**src/rtl/stream_arb2x1_pkg.sv**
```systemverilog
// Shared types and defaults for the 2:1 round-robin stream arbiter.
package stream_arb2x1_pkg;

    localparam int WIDTH_DEF = 8;

    typedef enum logic {
        SRC_A = 1'b0,
        SRC_B = 1'b1
    } src_t;

    typedef enum logic [1:0] {
        IDLE   = 2'd0,
        LOCK_A = 2'd1,
        LOCK_B = 2'd2
    } state_t;

endpackage

```
**src/rtl/stream_arb2x1_pick.sv**
```systemverilog
// Combinational grant: lock state overrides round-robin, prio breaks ties in IDLE.
module stream_arb2x1_pick
    import stream_arb2x1_pkg::*;
(
    input  logic   a_valid,
    input  logic   b_valid,
    input  src_t   prio,
    input  state_t state,
    output logic   grant_a,
    output logic   grant_b
);

    always_comb begin
        grant_a = 1'b0;
        grant_b = 1'b0;
        case (state)
            LOCK_A: grant_a = a_valid;
            LOCK_B: grant_b = b_valid;
            default: begin
                if (a_valid && b_valid) begin
                    grant_a = (prio == SRC_A);
                    grant_b = (prio == SRC_B);
                end else begin
                    grant_a = a_valid;
                    grant_b = b_valid;
                end
            end
        endcase
    end

endmodule

```
**src/rtl/stream_arb2x1.sv**
```systemverilog
// Two-input round-robin arbiter with a registered output stage.
// Optional packet locking enabled by defining STREAM_ARB2X1_PKT_LOCK_EN.
module stream_arb2x1
    import stream_arb2x1_pkg::*;
#(
    parameter int WIDTH = WIDTH_DEF
) (
    input  logic             clk,
    input  logic             rst_n,
    input  logic             a_valid,
    output logic             a_ready,
    input  logic [WIDTH-1:0] a_data,
    input  logic             a_last,
    input  logic             b_valid,
    output logic             b_ready,
    input  logic [WIDTH-1:0] b_data,
    input  logic             b_last,
    output logic             out_valid,
    input  logic             out_ready,
    output logic [WIDTH-1:0] out_data,
    output logic             out_last,
    output logic             out_s
);

    src_t   prio;
    state_t state;
    logic   grant_a, grant_b;
    logic   load_en, load;
    src_t   winner;
    logic   win_last;

    stream_arb2x1_pick u_pick (
        .a_valid (a_valid),
        .b_valid (b_valid),
        .prio    (prio),
        .state   (state),
        .grant_a (grant_a),
        .grant_b (grant_b)
    );

    // Readies are forced low during reset even though the empty register could accept.
    assign load_en  = !out_valid || out_ready;
    assign a_ready  = rst_n && load_en && grant_a;
    assign b_ready  = rst_n && load_en && grant_b;
    assign load     = a_ready || b_ready;
    assign winner   = grant_b ? SRC_B : SRC_A;
    assign win_last = grant_b ? b_last : a_last;

    always_ff @(posedge clk or negedge rst_n) begin
        if (!rst_n) begin
            out_valid <= 1'b0;
            out_data  <= '0;
            out_last  <= 1'b0;
            out_s     <= 1'b0;
            prio      <= SRC_A;
        end else if (load) begin
            out_valid <= 1'b1;
            out_data  <= grant_b ? b_data : a_data;
            out_last  <= win_last;
            out_s     <= winner;
            // Inside a locked packet the rotation is frozen.
            if (state == IDLE)
                prio <= (winner == SRC_A) ? SRC_B : SRC_A;
        end else if (out_ready) begin
            out_valid <= 1'b0;
        end
    end

`ifdef STREAM_ARB2X1_PKT_LOCK_EN
    always_ff @(posedge clk or negedge rst_n) begin
        if (!rst_n) begin
            state <= IDLE;
        end else if (load) begin
            case (state)
                IDLE:    if (!win_last) state <= (winner == SRC_A) ? LOCK_A : LOCK_B;
                default: if (win_last)  state <= IDLE;
            endcase
        end
    end
`else
    assign state = IDLE;
`endif

endmodule

```
**config.mk**
```make
export PLATFORM = sky130hd
export DESIGN_NAME = stream_arb2x1
export DESIGN_NICKNAME = d
export VERILOG_FILES = /design/src/rtl/stream_arb2x1_pkg.sv /design/src/rtl/stream_arb2x1_pick.sv /design/src/rtl/stream_arb2x1.sv
export SDC_FILE = /design/constraint.sdc
export NUM_CORES = 1
export LEC_CHECK = 0
export ABC_AREA = 1
export ABC_CLOCK_PERIOD_IN_PS = 2700
export BUFFER_PORTS_ARGS = -buffer_cell sky130_fd_sc_hd__buf_2
export CORE_MARGIN = 2
export CORE_UTILIZATION = 47
export CTS_CLUSTER_DIAMETER = 30
export CTS_CLUSTER_SIZE = 25
export DETAILED_ROUTE_END_ITERATION = 8
export PLACE_DENSITY = 0.82
export REMOVE_ABC_BUFFERS = 1
export SYNTH_ARGS = -nofsm -noshare
export SYNTH_HDL_FRONTEND = slang
export SYNTH_HIERARCHICAL = 1
export SYNTH_SLANG_ARGS = --single-unit
export TNS_END_PERCENT = 5
```
**constraint.sdc**
```tcl
create_clock -name clk -period 2.7 [get_ports clk]
set_input_delay 0.135 -clock clk [delete_from_list [all_inputs] [get_ports clk]]
set_output_delay 0.135 -clock clk [all_outputs]
set_load 0.05 [all_outputs]
```
### Word level (Yosys, flattened, before mapping)

Cells that the tools add are included.

* bitwise operators: 1
* reductions and logical operators: 8
* multiplexer cells: 8

Operators by type and width (count)
* 8-bit two-way mux: 1
* 1-bit two-way mux: 7
* 1-bit logical AND: 4
* 1-bit logical OR: 2
* 2-bit nonzero test: 1
* 1-bit zero test: 1
* 1-bit inverter: 1

* bits of input ports: 23
* bits in registers: 12
* logic and storage cells: 22
* output and inout bits: 13

### Depth between registers and ports, before layout

* depth in word-level cells: 6
* mapped depth: 12
* mapped depth without buffers: 10

### By module

Netlist, hierarchy kept.

By module, submodules not included
* stream_arb2x1: cells an instance 85, area an instance 653.1 um^2, seq. area each 300.3 um^2, instances 1
* stream_arb2x1_pick: cells an instance 14, area an instance 72.6 um^2, seq. area each 0.0 um^2, instances 1

### Worst setup path before layout

No wires, ideal clock.

* kind: flip-flop to output port
* start point: register out_valid
* end point: output a_ready
* data required time: 2565 ps
* setup slack: 1230 ps
* arrival time: 1335 ps
* buffers on the path: 1
* cell stages (with the launch flop): 5
* cell sequence: dfrtp_1 > nand2_2 > nand3_2 > buf_6 > inv_1

* longest elaborated chain between the ends: 4

RTL lines
* start: declaration: RTL line stream_arb2x1.sv:18 `output logic out_valid,`
* start signal: assignment: RTL line stream_arb2x1.sv:51 `out_valid <= 1'b0;`
* start signal: assignment: RTL line stream_arb2x1.sv:57 `out_valid <= 1'b1;`
* start signal: assignment: RTL line stream_arb2x1.sv:65 `out_valid <= 1'b0;`
* 1-bit zero test: RTL line stream_arb2x1.sv:42 `assign load_en = !out_valid || out_ready;`
* 1-bit logical OR: RTL line stream_arb2x1.sv:42
* 1-bit logical AND (2 in series): RTL line stream_arb2x1.sv:43 `assign a_ready = rst_n && load_en && grant_a;`
* end: declaration: RTL line stream_arb2x1.sv:11 `output logic a_ready,`

Every way passes these cells.

### Worst setup path in the final report

* start point: register prio
* end point: output b_ready

* longest elaborated chain between the ends: 2

RTL lines
* start: declaration: RTL line stream_arb2x1.sv:25 `src_t prio;`
* start signal: assignment: RTL line stream_arb2x1.sv:63 `prio <= (winner == SRC_A) ? SRC_B : SRC_A;`
* 1-bit two-way mux: RTL line stream_arb2x1_pick.sv:20 `if (a_valid && b_valid) begin`
* net grant_b: RTL line stream_arb2x1.sv:27 `logic grant_a, grant_b;`
* 1-bit logical AND: RTL line stream_arb2x1.sv:44 `assign b_ready = rst_n && load_en && grant_b;`
* end: declaration: RTL line stream_arb2x1.sv:15 `output logic b_ready,`

The timed path passes the listed nets, and every way through them passes these cells.

==> results.cfg <==
[status]
status = finished, final reports clean

[worst_setup_path]
timing.rr.start = prio
startpoint_type = register
path_max_fanout = 19
r2r_slack_ps = 1150
r2r_cells = 8
cp_cell_sequence = inv_1 -> nand3_1 -> nand2_1 -> inv_1 -> nand3_4 -> inv_1 -> buf_2
critical_path.endpoint_type = output pin
critPathKind = reg2out
critical_path.most_common_cell = inv_1
critPathMaxStageDelay_ps = 380
critPathTopFamily = buffers and inverters
required_ps = 2570
cp_num_buf_inv = 4
rr_endpoint = out_data[0]
cp_data_arrival_time_ps = 1750
critPathLaunch = prio
crit_slowest_cell = inv_1

[place]
routabilityCongestion = 0.771
placed_area_um2 = 887
dp_hpwl_mm = 1.15
place.port_buffers = 35

[clocking]
cts_tree = yes
cts_setup_buffers = 0
cts.htree.levels = 1
path_clk_slew_ps = 80
cts_buffer_depth = 2
cts_resized = 0
root_buffer = clkbuf_4
clock-sinks = 12
cts_buffers = 3
clock_latency_ps = 270

[routing]
vias_per_cell = 4.66
ant_nets = 0
routed_wl_mm = 1.49
num_vias = 717
post_drt_wl_per_cell_um = 9.66
drtPass1Iterations = 4
drc_errors = 0
drtIter0Drc = 16

[power_and_ir_drop]
switchingPower_uw = 394
powerDensity_nw_per_um2 = 871
switching_share_pct = 48.5
peakVddDrop_mv = 0.598
p_leak_nw = 0.591
pwr-share-comb_pct = 49.7
intPower_uw = 418
clock_power_share_pct = 17.0
seqPwrFrac_pct = 33.2

[floorplanning]
ios = 36
die_area_um2 = 1870
core_um2 = 1470
start_util_pct = 49.3
dieWidth_um = 43.3
die_h_um = 43.3
row_count = 14

[yosys]
synth-seq-area-share_pct = 41.4
yosysUniqueCellTypes = 13
synth_top_cells_by_area = dfrtp_1, nand2_1, inv_1, nand3_1, buf_6
yosysWarnings = 6
ys_ff_latch = 12
syn_inst = 99
avgSynthCellArea_um2 = 7.33
synth_area_leader_cell = dfrtp_1
yosysTopAreaCellShare_pct = 41.4
syn_area_um2 = 726

[sta]
setup_violations = 0
min_period_ps = 1880
tns_ps = 0
fmax_ghz = 0.531
skew_ps = 9.87
finalCritPeriodShare_pct = 69.8
final_hold_viol_count = 0
drv_slew = 0
tightest_slew_ps = 519
rsz0062_at_grt = no
slew_headroom_pct = 65.4

[cells_and_area]
finalNetCount = 164
n_antenna_cell = 0
drive_gt1_share_pct = 31.2
area_growth_pct = 28.6
fin_area_um2 = 933

[hold_path]
hold_path_class = in2reg
hp-start = b_data[5]
min_to = out_data[5]
hold_depth = 5

[global_routing]
grt_pass1_vias = 674
grt_max_degree = 20
antenna_found_initial = 0
grt-ovfl-total = 0
track_usage_pct = 18.7
grt_pass1_wl_mm = 2.61

[flow_run]
max_cap_viol_count = 0
## logic make-up (layout without fill, tap and decap cells)
kind of cell / count (synthesis) / in the layout / synth area share, %
compound gates: 10 / 10 / 6.90
buf+inv: 22 / 58 / 15.5
fa+ha+maj: 2 / 2 / 3.45
other cells: 1 / 4 / 0.517
simple gates: 52 / 52 / 32.2
flops: 12 / 12 / 41.4
## cells in the mapped netlist
| library cell | count |
|---|---|
| nand2_1 | 35 |
| inv_1 | 18 |
| dfrtp_1 | 12 |
| nand3_1 | 11 |
| o21ai_1 | 6 |
| buf_6 | 4 |
| o21ai_0 | 4 |
| ha_1 | 2 |
| nand2_2 | 2 |
| nor2_1 | 2 |
| conb_1 | 1 |
| nand3_2 | 1 |
| nand3_4 | 1 |
## power groups by stage
stage                     Sequential (mW)  Clock [mW]  Combinational (mW)
after floorplan                     0.463           0               0.112
final                               0.270       0.138               0.404
after global placement              0.271           0               0.399
after CTS                           0.271       0.143               0.406
after detailed placement            0.274           0               0.404
after global routing                0.278       0.152               0.435
## layout by cell type, fill, tap and decap left out
cell type,n
nand3_4,1
nand3_2,1
o21ai_0,4
nand3_1,11
conb_1,4
nor2_1,2
o21ai_1,6
clkbuf_8,1
buf_2,35
nand2_1,35
clkbuf_4,3
inv_1,18
nand2_2,2
dlygate4sd3_1,1
ha_1,2
dfrtp_1,12
## worst register-to-register path, cell delays in order (launching register included)
cell	delay, ps
dfrtp_1	340
inv_1	50
nand3_1	60
nand2_1	50
inv_1	380
nand3_4	250
nand2_2	230
nand2_1	80
nand2_1	60
## flip-flops by register name, indices dropped and copies added (netlist names)
register	count
out_data	8
out_last	1
out_s	1
out_valid	1
prio	1
## final cells by class
cell class / instances / area (µm²)
Fill cell: 140 / 538
Multi-Input combinational cell: 68 / 324
Sequential cell: 12 / 300
Timing Repair Buffer: 36 / 185
Inverter: 18 / 67.6
Clock buffer: 4 / 36.3
Tap cell: 16 / 20.0
## how the worst max path moves through the flow
stage | endpoint | slack (ps) | cells after the start
floorplan | b_ready | 1230 | 6
global placement | b_ready | 1140 | 7
detailed placement | b_ready | 1100 | 7
CTS | b_ready | 800 | 7
global route | b_ready | 600 | 7
finish | b_ready | 820 | 7
## per-stage QoR
stage                     util (%)  worst slack, ps  total power, mW  std cells  hold WS (ps)
after detailed placement      60.3             1100            0.678        149          55.1
final                         63.4              815            0.813        154           177
after floorplan                  -             1230            0.575         98          -161
after CTS                     63.4              800            0.820        154           173
after global placement        60.3             1140            0.670        149          47.2
after global routing          63.4              601            0.865        154           184
## what timing repair did
item / in CTS / in global routing
hold endpoints to repair: 12 / 0
setup endpoints to repair: 0 / 0
hold buffers: 1 / 0
## routing by layer
metal	share of wire, %	global-route usage, %
met1	41	23.8
met2	51	27.8
met3	5.1	2.55
met4	3.3	15.2
met5	0	0
(Power assumes the default switching activity.)
